<file path="config.mk">
export PLATFORM = sky130hd
export DESIGN_NAME = lvds_tx_framer_flat
export DESIGN_NICKNAME = d
export VERILOG_FILES = /design/src/rtl/lvds_tx_framer_pkg.sv /design/src/rtl/lvds_tx_framer_if.sv /design/src/rtl/lvds_tx_word_clip.sv /design/src/rtl/lvds_tx_framer.sv /design/src/flat_wrapper.sv
export SDC_FILE = /design/constraint.sdc
export NUM_CORES = 1
export LEC_CHECK = 0
export ABC_AREA = 1
export BUFFER_PORTS_ARGS = -buffer_cell sky130_fd_sc_hd__buf_2
export CAP_MARGIN = 20
export CELL_PAD_IN_SITES_DETAIL_PLACEMENT = 0
export CELL_PAD_IN_SITES_GLOBAL_PLACEMENT = 1
export CORE_MARGIN = 3
export CORE_UTILIZATION = 30
export DETAILED_ROUTE_END_ITERATION = 10
export PLACE_DENSITY = 0.79
export SKIP_LAST_GASP = 1
export SYNTH_ARGS = -nofsm -noshare
export SYNTH_HDL_FRONTEND = slang
export SYNTH_HIERARCHICAL = 1
export SYNTH_SLANG_ARGS = --single-unit
</file>
<file path="constraint.sdc">
create_clock -name gclk -period 3.7 [get_ports gclk]
set_clock_uncertainty 0.1 [all_clocks]
set_input_delay 0.185 -clock gclk [delete_from_list [all_inputs] [get_ports gclk]]
set_output_delay 0.185 -clock gclk [all_outputs]
set_load 0.02 [all_outputs]
</file>
<file path="src/rtl/lvds_tx_framer_pkg.sv">
// Shared constants, state encoding and marker helper for the LVDS transmit framer.
package lvds_tx_pkg;

  // Line-coding words, all 10 bits wide.
  localparam logic [9:0] TRAIN_WORD = 10'h3A6;
  localparam logic [9:0] SYNC0      = 10'h3FF;
  localparam logic [9:0] SYNC1      = 10'h000;
  localparam logic [9:0] CODE_SOF   = 10'h2AC;
  localparam logic [9:0] CODE_SOL   = 10'h200;
  localparam logic [9:0] CODE_EOL   = 10'h274;
  localparam logic [9:0] CODE_EOF   = 10'h2D8;

  typedef enum logic [1:0] {
    ST_IDLE = 2'd0,
    ST_PRE  = 2'd1,
    ST_DATA = 2'd2,
    ST_POST = 2'd3
  } state_e;

  // Preamble/trailer word for marker slot idx: SYNC0, SYNC1, SYNC1, then the line code.
  function automatic logic [9:0] marker_word(input logic [1:0] idx, input logic [9:0] code);
    logic [9:0] w;
    case (idx)
      2'd0:    w = SYNC0;
      2'd1:    w = SYNC1;
      2'd2:    w = SYNC1;
      default: w = code;
    endcase
    return w;
  endfunction

endpackage

</file>
<file path="src/rtl/lvds_tx_framer_if.sv">
// Pixel-beat stream between an upstream source and the LVDS transmit framer.
interface lvds_tx_framer_if #(
  parameter int LANES  = 4,
  parameter int DATA_W = 10
);
  logic [LANES*DATA_W-1:0] s_data;
  logic                    s_valid;
  logic                    s_ready;
  logic                    s_sof;
  logic                    s_eol;
  logic                    s_eof;

  modport master (
    output s_data, s_valid, s_sof, s_eol, s_eof,
    input  s_ready
  );

  modport slave (
    input  s_data, s_valid, s_sof, s_eol, s_eof,
    output s_ready
  );
endinterface

</file>
<file path="src/rtl/lvds_tx_word_clip.sv">
// Keeps a payload word from aliasing the all-ones/all-zeros sync words.
module lvds_tx_word_clip #(
  parameter int DATA_W  = 10,
  parameter int CLIP_EN = 1
) (
  input  logic [DATA_W-1:0] din,
  output logic [DATA_W-1:0] dout
);

  // Nudge all-ones down by one and all-zeros up by one; everything else passes.
  always_comb begin
    // NOTE: dout gets a default before any branch so no path leaves it unassigned (no latch).
    dout = din;
    if (CLIP_EN != 0) begin
      if (din == '1) begin
        dout = {{(DATA_W-1){1'b1}}, 1'b0};
      end else if (din == '0) begin
        dout = DATA_W'(1);
      end
    end
  end

endmodule

</file>
<file path="src/rtl/lvds_tx_framer.sv">
// Frames pixel beats into per-lane serializer words: training in idle, a
// sync preamble and line code before each line, a trailer after it.
module lvds_tx_framer
  import lvds_tx_pkg::*;
#(
  parameter int LANES   = 4,
  parameter int DATA_W  = 10,
  parameter int CLIP_EN = 1
) (
  input  logic                    gclk,
  input  logic                    rst_n,
  input  logic                    en,
  lvds_tx_framer_if.slave         s,
  output logic [LANES*DATA_W-1:0] tx_data,
  output logic                    busy,
  output logic                    underrun,
  output logic [15:0]             line_cnt
);

  state_e                  state;
  logic [1:0]              cnt;      // marker slot, shared by PRE and POST
  logic                    sof_l;
  logic                    eof_l;
  logic [LANES*DATA_W-1:0] clipped;

  // Same word on every lane.
  function automatic logic [LANES*DATA_W-1:0] fill(input logic [9:0] w);
    return {LANES{DATA_W'(w)}};
  endfunction

  for (genvar i = 0; i < LANES; i++) begin : g_lane
    lvds_tx_word_clip #(
      .DATA_W  (DATA_W),
      .CLIP_EN (CLIP_EN)
    ) u_clip (
      .din  (s.s_data[i*DATA_W +: DATA_W]),
      .dout (clipped[i*DATA_W +: DATA_W])
    );
  end

  // Ready and busy come straight from the state register, never from s_valid.
  assign s.s_ready = (state == ST_DATA);
  assign busy      = (state != ST_IDLE);

  // Line framing FSM; tx_data is the word for the current state, seen one cycle later.
  always_ff @(posedge gclk) begin
    // NOTE: reset is synchronous (sampled only on gclk), and all state uses <= so
    // every register sees the pre-edge values of the others.
    if (!rst_n) begin
      state    <= ST_IDLE;
      cnt      <= 2'd0;
      sof_l    <= 1'b0;
      eof_l    <= 1'b0;
      tx_data  <= fill(TRAIN_WORD);
      underrun <= 1'b0;
      line_cnt <= 16'd0;
    end else begin
      underrun <= 1'b0;
      case (state)
        ST_IDLE: begin
          tx_data <= fill(TRAIN_WORD);
          if (en && s.s_valid) begin
            state <= ST_PRE;
            cnt   <= 2'd0;
            sof_l <= s.s_sof;
            if (s.s_sof) begin
              line_cnt <= 16'd0;
            end
          end
        end

        ST_PRE: begin
          tx_data <= fill(marker_word(cnt, sof_l ? CODE_SOF : CODE_SOL));
          cnt     <= cnt + 2'd1;
          if (cnt == 2'd3) begin
            state <= ST_DATA;
          end
        end

        ST_DATA: begin
          if (s.s_valid) begin
            tx_data <= clipped;
            if (s.s_eol) begin
              state <= ST_POST;
              cnt   <= 2'd0;
              eof_l <= s.s_eof;
            end
          end else begin
            // Gap inside a line: pad with training and flag it, keep waiting.
            tx_data  <= fill(TRAIN_WORD);
            underrun <= 1'b1;
          end
        end

        ST_POST: begin
          tx_data <= fill(marker_word(cnt, eof_l ? CODE_EOF : CODE_EOL));
          cnt     <= cnt + 2'd1;
          if (cnt == 2'd3) begin
            state    <= ST_IDLE;
            line_cnt <= line_cnt + 16'd1;
          end
        end

        default: begin
          state <= ST_IDLE;
        end
      endcase
    end
  end

endmodule

</file>
<file path="src/flat_wrapper.sv">
// flat-port wrapper written by rule: the top's interface ports become plain ports
module lvds_tx_framer_flat import lvds_tx_pkg::*;
#(
  parameter int LANES   = 4,
  parameter int DATA_W  = 10,
  parameter int CLIP_EN = 1
)
  (gclk, rst_n, en, tx_data, busy, underrun, line_cnt, s_s_data, s_s_valid, s_s_sof, s_s_eol, s_s_eof, s_s_ready);
  lvds_tx_framer_if #(.LANES(LANES), .DATA_W(DATA_W)) s_i ();
  input  logic gclk;
  input  logic rst_n;
  input  logic en;
  output logic [LANES*DATA_W-1:0] tx_data;
  output logic busy;
  output logic underrun;
  output logic [15:0] line_cnt;
  input wire logic [$bits(s_i.s_data)-1:0] s_s_data;
  input wire logic [$bits(s_i.s_valid)-1:0] s_s_valid;
  input wire logic [$bits(s_i.s_sof)-1:0] s_s_sof;
  input wire logic [$bits(s_i.s_eol)-1:0] s_s_eol;
  input wire logic [$bits(s_i.s_eof)-1:0] s_s_eof;
  output wire logic [$bits(s_i.s_ready)-1:0] s_s_ready;
  assign s_i.s_data = s_s_data;
  assign s_i.s_valid = s_s_valid;
  assign s_i.s_sof = s_s_sof;
  assign s_i.s_eol = s_s_eol;
  assign s_i.s_eof = s_s_eof;
  assign s_s_ready = s_i.s_ready;
  lvds_tx_framer #(.LANES(LANES), .DATA_W(DATA_W), .CLIP_EN(CLIP_EN)) u_core (.gclk(gclk), .rst_n(rst_n), .en(en), .s(s_i), .tx_data(tx_data), .busy(busy), .underrun(underrun), .line_cnt(line_cnt));
endmodule
</file>
==> qor.yml <==
layout:
  num-nets-final: 601
  drive_above_1_share: 0.238
  layout_common_cells: "105 x buf_2, 100 x nand2_1, 80 x nor2_1"
  final_common_cell: "buf_2"
  nFillCells: 1089
  area_growth_pct: 30.1
  multi_input_area_sq_mm: 0.00139
  num_antenna_cells: 0
  stdcell_count: 684
  seq_area_sq_mm: 0.00126
grt:
  antenna_found_initial: 0
  grt_pass1_wl_microns: 13900
  grt_use_total: 0.157
  grt_overflow: 0
  grt_max_degree: 29
  first_global_vias: 2826
route:
  vias: 3012
  ant_nets: 0
  wire_per_inst_microns: 12.8
  drc: 0
  drt-initial-drc-count: 172
  viasPerCell: 4.40
  wl_microns: 8780
  dr.pass1.iters: 4
logic_synthesis:
  async_reset_ff_frac: 0
  synthesis.area_sq_mm: 0.00303
  yosysWarnings: 6
  syn-instance-count: 458
  syn_area_per_cell_sq_um: 6.62
  synth_edf_count: 0
  syn_nets: 513
  ys_seq_area_frac: 0.416
  synth-seq-cells: 63
  synthFlopType: "dfxtp_1"
  ys_types: 25
power_and_ir_drop:
  p_total_mw: 2.60
  ir_drop_mv: 0.301
  pwr_density_cell_mw_per_mm2: 659
  leakage_nw: 1.82
critical_path:
  worst_r2r_path_depth: 8
  slowest_delay_ns: 0.50
  required_ns: 3.85
  path_cells: "inv_1 -> ha_1 -> nand2_1 -> clkinv_1 -> nand2_1 -> nand3_1 -> nand2_1 -> inv_1"
  cp_slowest_cell: "ha_1"
  endpoint_kind: "flop"
  cpMostUsedCell: "nand2_1"
  ff2ff_setup_slack_ns: 1.51
  critPathLaunchType: "flop"
  r2r_end: "u_core/tx_data[23]$_SDFF_PN0_"
  cp.arrival_ns: 2.34
  r2r_start: "u_core/state[0]$_SDFFE_PN0P_"
  path_max_fanout: 28
  criticalPathCategory: "reg -> reg"
clock_network:
  h-tree-depth: 3
  cts-root-buf: "clkbuf_8"
  numClockSinks: 63
  clock_latency_ns: 0.35
  cts.path.max_buffers: 2
  post_cts_buffers: 0
  cts_resized: 0
  cts_tree: "yes"
  cts_made_buffers: 9
  cts_hold_buf: 19
  clk_pin_slew_ns: 0.08
placement:
  hpwlAfterDp_microns: 6520
  dp_cells: 649
  portBuffers: 105
  gp_congestion: 0.854
sta:
  maxSlewViolCount: 0
  final-hold-violation-count: 0
  fin_setup_tns_ns: 0
  maxSlewHeadroom: 0.442
  post-route-min-period_ns: 2.19
  fmax_ghz: 0.457
  tightest_slew_ns: 0.838
  rsz0062_at_grt: "no"
  fin_crit_sh: 0.592
  finalSetupViolCount: 0
run:
  cap_violations: 0
die:
  fp.dieArea_sq_mm: 0.0114
  die_y_microns: 107
  io_pins: 106
  initial_utilization: 0.309
  rows: 36
  core_sq_mm: 0.00982
  die_w_microns: 107
hold_path:
  holdPathStages: 3
  hp-class: "in -> reg"
  min_to: "u_core/tx_data[26]$_SDFF_PN0_"
  hold_start: "s_s_data[26]"
outcome:
  outcome: "complete, no violations"
worst max path at each step:
stage,startpoint,to,slack [ns]
2_1_floorplan,u_core/state[0]$_SDFFE_PN0P_,u_core/tx_data[14]$_SDFF_PN0_,1.94
3_3_place_gp,u_core/state[0]$_SDFFE_PN0P_,u_core/tx_data[13]$_SDFF_PN0_,1.62
3_5_place_dp,u_core/state[0]$_SDFFE_PN0P_,u_core/tx_data[13]$_SDFF_PN0_,1.51
4_1_cts,u_core/state[0]$_SDFFE_PN0P_,u_core/tx_data[13]$_SDFF_PN0_,1.49
5_1_grt,u_core/state[0]$_SDFFE_PN0P_,u_core/tx_data[23]$_SDFF_PN0_,1.22
6_report,u_core/state[0]$_SDFFE_PN0P_,u_core/tx_data[23]$_SDFF_PN0_,1.51
logic make-up (layout without fill, tap and decap cells):
family          count (synthesis)  count (layout)  share of synthesized area
compound gates                 64              64                      0.115
fa+ha+maj                       8               8                     0.0330
buf+inv                        97             190                      0.126
flops                          63              63                      0.416
simple gates                  226             226                      0.311
sequential cells by signal, indices dropped and copies added (netlist names):
name             count
u_core/state         2
u_core/eof_l         1
u_core/line_cnt     16
u_core/cnt           2
u_core/underrun      1
u_core/sof_l         1
u_core/tx_data      40
cells in the mapped netlist (3+ instances only):
| library cell | n | area, sq um |
|---|---|---|
| clkbuf_1 | 41 | 154 |
| nor2_4 | 3 | 33.8 |
| ha_1 | 8 | 100 |
| nand4_1 | 10 | 62.6 |
| o21ai_0 | 30 | 150 |
| nand2_1 | 100 | 375 |
| a21oi_1 | 25 | 125 |
| nand3_1 | 27 | 135 |
| nor2_1 | 80 | 300 |
| dfxtp_1 | 63 | 1260 |
| buf_2 | 3 | 15.0 |
| inv_1 | 47 | 176 |
through the flow:
| stage | hold slack, ns | util | cell area [sq um] | setup slack (ns) |
|---|---|---|---|---|
| final | 0.0239 | 0.402 | 3950 | 1.51 |
| after global routing | 0.0170 | 0.402 | 3950 | 1.22 |
| after CTS | 0.000190 | 0.402 | 3950 | 1.49 |
| after detailed placement | 0.356 | 0.360 | 3530 | 1.51 |
| after global placement | 0.353 | 0.360 | 3530 | 1.62 |
| after floorplan | 0.221 | - | 3030 | 1.94 |
per-layer routing:
| layer | global-route usage | vias up | share of wire |
|---|---|---|---|
| li1 | - | 1590 | - |
| met4 | 0.0630 | 0 | 0.017 |
| met2 | 0.256 | 77 | 0.47 |
| met1 | 0.196 | 1334 | 0.47 |
| met3 | 0.0401 | 11 | 0.044 |
| met5 | 0 | - | 0 |
where the power goes:
group / internal (mW) / total, mW / switching [mW]
Clock: 0.388 / 0.696 / 0.307
Sequential: 0.851 / 0.918 / 0.0670
Combinational: 0.300 / 0.987 / 0.687
Total: 1.54 / 2.60 / 1.06
worst max-delay path: cells and delay by family (launching register included):
family,cells,cell delay [ns]
fa+ha+maj,1,0.50
buf+inv,3,0.52
flops,1,0.40
simple gates,4,0.57
final cells by class:
cell class,count,share of cell area
clock buffers,9,0.0314
multi-input cells,298,0.352
repair buffers,124,0.181
flip-flops and latches,63,0.319
clock inverters,7,0.0263
inverters,50,0.0475
well taps,133,0.0421
No activity file was read; power rests on OpenSTA's default activity.
